--- config.mk ---
export PLATFORM = sky130hd
export DESIGN_NAME = forward_arbiter
export DESIGN_NICKNAME = d
export VERILOG_FILES = /design/src/rtl/xbar_pkg.sv /design/src/rtl/grant_order_fifo.sv /design/src/rtl/forward_arbiter.sv
export SDC_FILE = /design/constraint.sdc
export NUM_CORES = 1
export LEC_CHECK = 0
export CAP_MARGIN = 40
export CELL_PAD_IN_SITES_DETAIL_PLACEMENT = 0
export CELL_PAD_IN_SITES_GLOBAL_PLACEMENT = 2
export CORE_AREA = 10 10 47 49
export CTS_BUF_LIST = sky130_fd_sc_hd__clkbuf_4 sky130_fd_sc_hd__clkbuf_8
export CTS_CLUSTER_DIAMETER = 120
export DETAILED_ROUTE_END_ITERATION = 10
export DIE_AREA = 0 0 57 59
export DONT_BUFFER_PORTS = 1
export PLACE_DENSITY = 0.56
export SYNTH_ARGS = -nofsm -noshare
export SYNTH_HDL_FRONTEND = slang
export SYNTH_SLANG_ARGS = --single-unit
--- constraint.sdc ---
create_clock -name ACLK -period 1.8 [get_ports ACLK]
set_input_delay 0.27 -clock ACLK [delete_from_list [all_inputs] [get_ports ACLK]]
set_output_delay 0.27 -clock ACLK [all_outputs]
set_load 0.01 [all_outputs]
--- src/rtl/xbar_pkg.sv ---
// Shared crossbar helpers: id widths and the idle grant code.
package xbar_pkg;

  function automatic int unsigned mid_w(input int unsigned masters);
    return (masters < 2) ? 1 : $clog2(masters);
  endfunction

  function automatic int unsigned sid_w(input int unsigned slaves);
    return (slaves < 2) ? 1 : $clog2(slaves);
  endfunction

  // Idle grant sits one bit above any valid master number.
  function automatic int unsigned grant_idle(input int unsigned masters);
    return 32'(1) << mid_w(masters);
  endfunction

endpackage

--- src/rtl/grant_order_fifo.sv ---
// Grant-order queue: remembers which master owns each accepted AW so W beats follow in order.
module grant_order_fifo #(
  parameter int unsigned depth = 8,
  parameter int unsigned width = 1
) (
  input  logic             clk,
  input  logic             rst_n,
  input  logic             push,
  input  logic             pop,
  input  logic [width-1:0] din,
  output logic [width-1:0] dout,
  output logic             full,
  output logic             empty
);

  localparam int unsigned PW = (depth > 1) ? $clog2(depth) : 1;
  localparam int unsigned CW = $clog2(depth + 1);

  logic [width-1:0] mem [depth];
  logic [PW-1:0]    wr_ptr;
  logic [PW-1:0]    rd_ptr;
  logic [CW-1:0]    count;
  logic             do_push;
  logic             do_pop;

  function automatic logic [PW-1:0] bump(input logic [PW-1:0] p);
    return (p == PW'(depth - 1)) ? '0 : p + PW'(1);
  endfunction

  // Flags come from the registered count only, so a full queue blocks push even with a pop.
  assign full    = (count == CW'(depth));
  assign empty   = (count == '0);
  assign do_push = push & ~full;
  assign do_pop  = pop & ~empty;
  assign dout    = mem[rd_ptr];

  always_ff @(posedge clk or negedge rst_n) begin
    if (!rst_n) begin
      wr_ptr <= '0;
      rd_ptr <= '0;
      count  <= '0;
    end else begin
      if (do_push) wr_ptr <= bump(wr_ptr);
      if (do_pop)  rd_ptr <= bump(rd_ptr);
      case ({do_push, do_pop})
        2'b10:   count <= count + CW'(1);
        2'b01:   count <= count - CW'(1);
        default: count <= count;
      endcase
    end
  end

  always_ff @(posedge clk) begin
    if (do_push) mem[wr_ptr] <= din;
  end

endmodule

--- src/rtl/forward_arbiter.sv ---
// Per-slave round-robin arbiter selecting which master forwards its front AR/AW entry,
// with an optional grant-order queue for W routing.
module forward_arbiter
  import xbar_pkg::*;
#(
  parameter int unsigned masters           = 2,
  parameter int unsigned slaves            = 2,
  parameter int unsigned i_am_slave_number = 0,
  parameter int unsigned track_order       = 0,
  parameter int unsigned pending_depth     = 8,
  localparam int unsigned MID_W            = mid_w(masters),
  localparam int unsigned SID_W            = sid_w(slaves),
  localparam int unsigned GNT_W            = MID_W + 1
) (
  input  logic             ACLK,
  input  logic             ARESETn,
  input  logic             master_fifo_empty [0:masters-1],
  input  logic [SID_W-1:0] master_dest_slave [0:masters-1],
  input  logic             slave_fifo_full,
  output logic [GNT_W-1:0] grant_master_number,
  output logic             push_to_fifo,
  output logic [MID_W-1:0] order_front_master,
  output logic             order_valid,
  input  logic             order_pop
);

  logic [masters-1:0] req;
  logic               cand_found;
  logic [MID_W-1:0]   cand;
  logic [MID_W-1:0]   grant_num;
  logic [MID_W-1:0]   rr_ptr;
  logic [MID_W-1:0]   lock_master;
  logic               lock_valid;
  logic               lock_hold;
  logic               grant_valid;
  logic               order_full;
  int unsigned        idx;

  always_comb begin
    req = '0;
    for (int unsigned i = 0; i < masters; i++)
      req[i] = ~master_fifo_empty[i] & (master_dest_slave[i] == SID_W'(i_am_slave_number));
  end

  // First requester at or after rr_ptr, wrapping modulo masters.
  always_comb begin
    cand_found = 1'b0;
    cand       = '0;
    idx        = 0;
    for (int unsigned off = 0; off < masters; off++) begin
      idx = (32'(rr_ptr) + off) % masters;
      if (!cand_found && req[MID_W'(idx)]) begin
        cand_found = 1'b1;
        cand       = MID_W'(idx);
      end
    end
  end

  // A stalled grant stays locked while its master keeps requesting.
  assign lock_hold   = lock_valid & req[lock_master];
  assign grant_num   = lock_hold ? lock_master : cand;
  assign grant_valid = ARESETn & cand_found;

  assign grant_master_number = grant_valid ? {1'b0, grant_num} : GNT_W'(grant_idle(masters));
  assign push_to_fifo        = grant_valid & ~slave_fifo_full & ~order_full;

  always_ff @(posedge ACLK or negedge ARESETn) begin
    if (!ARESETn) begin
      rr_ptr      <= '0;
      lock_valid  <= 1'b0;
      lock_master <= '0;
    end else if (push_to_fifo) begin
      rr_ptr     <= (grant_num == MID_W'(masters - 1)) ? '0 : grant_num + MID_W'(1);
      lock_valid <= 1'b0;
    end else if (grant_valid) begin
      lock_valid  <= 1'b1;
      lock_master <= grant_num;
    end else begin
      lock_valid <= 1'b0;
    end
  end

  if (track_order != 0) begin : g_order
    logic [MID_W-1:0] head;
    logic             empty;

    grant_order_fifo #(
      .depth (pending_depth),
      .width (MID_W)
    ) u_order_fifo (
      .clk   (ACLK),
      .rst_n (ARESETn),
      .push  (push_to_fifo),
      .pop   (order_pop),
      .din   (grant_num),
      .dout  (head),
      .full  (order_full),
      .empty (empty)
    );

    assign order_valid        = ~empty;
    assign order_front_master = empty ? '0 : head;
  end else begin : g_no_order
    logic unused_pop;
    assign unused_pop         = order_pop;
    assign order_full         = 1'b0;
    assign order_valid        = 1'b0;
    assign order_front_master = '0;
  end

endmodule

# == Yosys cells after proc, flatten, opt, wreduce, memory -nomap -nowiden ==
# Cells that the tools add are included.
# totals
regBits,3
latchBits,0
ram_bits,0
rom_bits,0
inputBits,8
out_inout_bits,5
wordCells,37
mem_count,0
# op_classes
n_addsub,2
n_mul,0
n_div,0
magnitude_cmp,3
eq_ne,0
shifts,0
n_mux,15
n_bitwise,11
reduce_logical,3
# op_table
op,count
$mux 1,14
$lt 1x2->1 const B,3
$not 1->1,6
$and 1x1->1,5
$add 1x1->1 const B,2
$mux 2,1
$reduce_and 2->1,1
$logic_and 1x1->1,1
$logic_not 1->1,1

# == Longest topological paths before layout ==
# depth
word_depth,12
depth_mapped,3
depth_no_buf,3

# == Worst setup path after synthesis ==
# No wires, ideal clock.
# synth_path
path_kind,register -> output
from,reg lock_valid
to,out grant_master_number[0]
arrival_ns,0.885
required_ns,1.530
slack_ns,0.645
stages_incl_launch_ff,3
cell_sequence,dfrtp_1 > mux2i_1 > a211oi_1
# synth_via
elab_chain_len,3
# synth_rtl
element,line_no,rtl
"start, declared",forward_arbiter.sv:33,logic lock_valid;
"start signal, assigned",forward_arbiter.sv:70,lock_valid <= 1'b0;
"start signal, assigned",forward_arbiter.sv:74,lock_valid <= 1'b0;
"start signal, assigned",forward_arbiter.sv:76,lock_valid <= 1'b1;
$and 1x1->1,forward_arbiter.sv:60,assign lock_hold = lock_valid & req[lock_master];
$mux 1,forward_arbiter.sv:61,assign grant_num = lock_hold ? lock_master : cand;
$mux 2,forward_arbiter.sv:64,"assign grant_master_number = grant_valid ? {1'b0, grant_num} : GNT_W'(grant_idle(masters));"
"end, declared",forward_arbiter.sv:20,"output logic [GNT_W-1:0] grant_master_number,"
# No other way between the ends.

# == Final worst setup path ==
# Ends and elaborated chain as after synthesis.

==> flow_summary.yaml <==
critical_path:
  cp_data_arrival_time_ns: 1.24
  crit_fanout: 5
  reg2regPathDepth: 3
  crit_chain: "mux2i_1 -> a211oi_1"
  cp-start-kind: "register"
  endpoint_kind: "output pin"
  crit_required_ns: 1.53
  cpMaxStageDelayCell: "a211oi_1"
  criticalPathCategory: "reg2out"
  max_stage_delay_ns: 0.46
sta:
  hold_viol_final: 0
  finalCritPeriodShare_pct: 83.94
  finalCriticalPeriod_ns: 1.511
  setup_viol: 0
  max_freq_mhz: 661.8
  fin_hold_ws_ns: 0.1918
  finalSetupTns_ns: 0
  slew_viol_final: 0
  rsz0062_at_grt: "no"
  fin_skew_ns: 0.002616
grt:
  grt_pass1_wl_um: 1083
  first_global_vias: 241
  grt.overflow.total: 0
  antenna_found_initial: 0
  grt_max_degree: 7
  grt_usage_pct: 4.190
clock_network:
  cts.clk_slew.worst_paths_ns: 0.04
  root_buffer: "clkbuf_4"
  cts_inserted_buffers: 3
  cts_max_level: 1
  cts_sinks: 3
  insertion_delay_ns: 0.23
  cts.path.max_buffers: 2
  post_cts_resized: 0
  cts_tree: "built"
place:
  port_buffers: 0
  routabilityCongestion: 0.6482
drt:
  wl_um: 620
  wl_per_cell_um: 13.48
  ant_nets: 0
  first_pass_iters: 2
  drt_iter0_markers: 4
  drcViolationCount: 0
  viasPerCell: 4.500
  vias: 207
final_layout:
  nets: 39
  antenna_cells: 0
  drive_above_1_share_pct: 16.67
  nFillCells: 162
  mostFrequentLayoutCells: "4 x clkbuf_4, 3 x nor2_1, 3 x dfrtp_1"
  final_common_cell: "clkbuf_4"
  syn2layout_area_growth_pct: 21.43
power:
  irDropWorstVdd_mv: 0.4048
  p_switching_mw: 0.06881
  clockPowerShare_pct: 50.1
  power_density_nw_per_um2: 954.2
  swShare_pct: 26.08
  total_power_mw: 0.2638
  power_leakage_nw: 0.1118
  power_frac_comb_pct: 15.7
  seq_power_share_pct: 34.2
  intPower_mw: 0.1950
floorplanning:
  die-area_sq_um: 3363
  row_count: 14
  start_util_pct: 16.25
  core-area_sq_um: 1401
  die_h_um: 59
  ios: 13
  die_w_um: 57
run:
  max-cap-violations: 0
yosys:
  synthArstFlopShare_pct: 100.0
  syn_inst: 26
  yosysSeqAreaShare_pct: 32.97
  yosysTopAreaCellShare_pct: 32.97
  yosys-top-cells-area: "dfrtp_1 33%, a41oi_2 7.1%, buf_4 6.6%, nor2_1 4.9%, a21oi_1 4.4%"
  yosysWarnings: 0
  synth.avg_cell_area_sq_um: 8.758
  synth_edf_count: 0
  ys_seq_elements: 3
  synth_top_area_cell: "dfrtp_1"
  syn_area_sq_um: 227.7
  ys_types: 19
  synth_flop_cell: "dfrtp_1"
worst_hold_path:
  hold_class: "in2reg"
  holdPathStages: 2
outcome:
  outcome: "finished clean"
==> Yosys cell counts (all sizes together) (2+ instances only) <==
| library cell | count |
|---|---|
| dfrtp | 3 |
| nor2 | 3 |
| a21oi | 2 |
| buf | 2 |
| nand2 | 2 |
==> repair_timing <==
action	4_1_cts	5_1_grt
hold endpoints to repair	3	0
hold buffers	1	0
buffers inserted	0	0
endpoints found under the setup margin	0	0
==> area by class of cell <==
cell class | instances | area (sq um) | area share (%)
well taps | 16 | 20.02 | 7.240
clock buffers | 4 | 30.03 | 10.86
inverters | 1 | 3.754 | 1.357
flip-flops and latches | 3 | 75.07 | 27.15
multi-input cells | 21 | 137.6 | 49.77
repair buffers | 1 | 10.01 | 3.620
==> critical path: cells and delay by family, from the launching register on <==
| kind | cells | cell delay (ns) |
|---|---|---|
| mux | 1 | 0.14 |
| compound gates | 1 | 0.46 |
| flops | 1 | 0.41 |
==> logic make-up (layout without fill, tap and decap cells) <==
kind of cell	Yosys count	in the layout	share of synthesized area [%]
buffers and inverters	3	6	8.238
other	1	2	1.647
and+or+nand+nor	10	10	24.18
muxes	1	1	4.396
AOI/OAI and AO/OA	8	8	28.58
DFF	3	3	32.97
==> per-stage QoR <==
stage	utilization, %	worst slack, ns	instances	instance area (sq um)
after global placement	16.88	0.4696	41	236.5
after CTS	19.73	0.2255	46	276.5
after global routing	19.73	0.1871	46	276.5
final	19.73	0.2890	46	276.5
after floorplan	-	0.6446	27	231.5
after detailed placement	16.88	0.4765	41	236.5
==> worst paths after layout <==
| kind | from | to | slack, ns |
|---|---|---|---|
| setup / recovery | lock_valid | grant_master_number[0] | 0.29 |
| hold / removal | slave_fifo_full | register | 0.19 |
| setup reg to reg | lock_valid | lock_master | 0.65 |
| hold reg to reg | register | register | 0.57 |
| max in group asynchronous | ARESETn | lock_valid | 1.35 |
| min in group asynchronous | ARESETn | asynchronous set/reset pin | 0.30 |
==> per-layer routing <==
metal | vias to the layer above | part of all wire (%) | track usage, %
li1 | 102 | - | -
met3 | 0 | 11 | 3.219
met1 | 96 | 40 | 3.796
met4 | 0 | 0 | 2.013
met5 | - | 0 | 0
met2 | 9 | 49 | 6.822
==> power groups by stage <==
stage | combinational, mW | sequential, mW | clock [mW]
after floorplan | 0.0359 | 0.0877 | 0
after global placement | 0.0376 | 0.0901 | 0
after detailed placement | 0.0388 | 0.0905 | 0
after CTS | 0.0420 | 0.0896 | 0.140
after global routing | 0.0483 | 0.0924 | 0.151
final | 0.0415 | 0.0903 | 0.132
No activity file was read; power rests on OpenSTA's default activity.
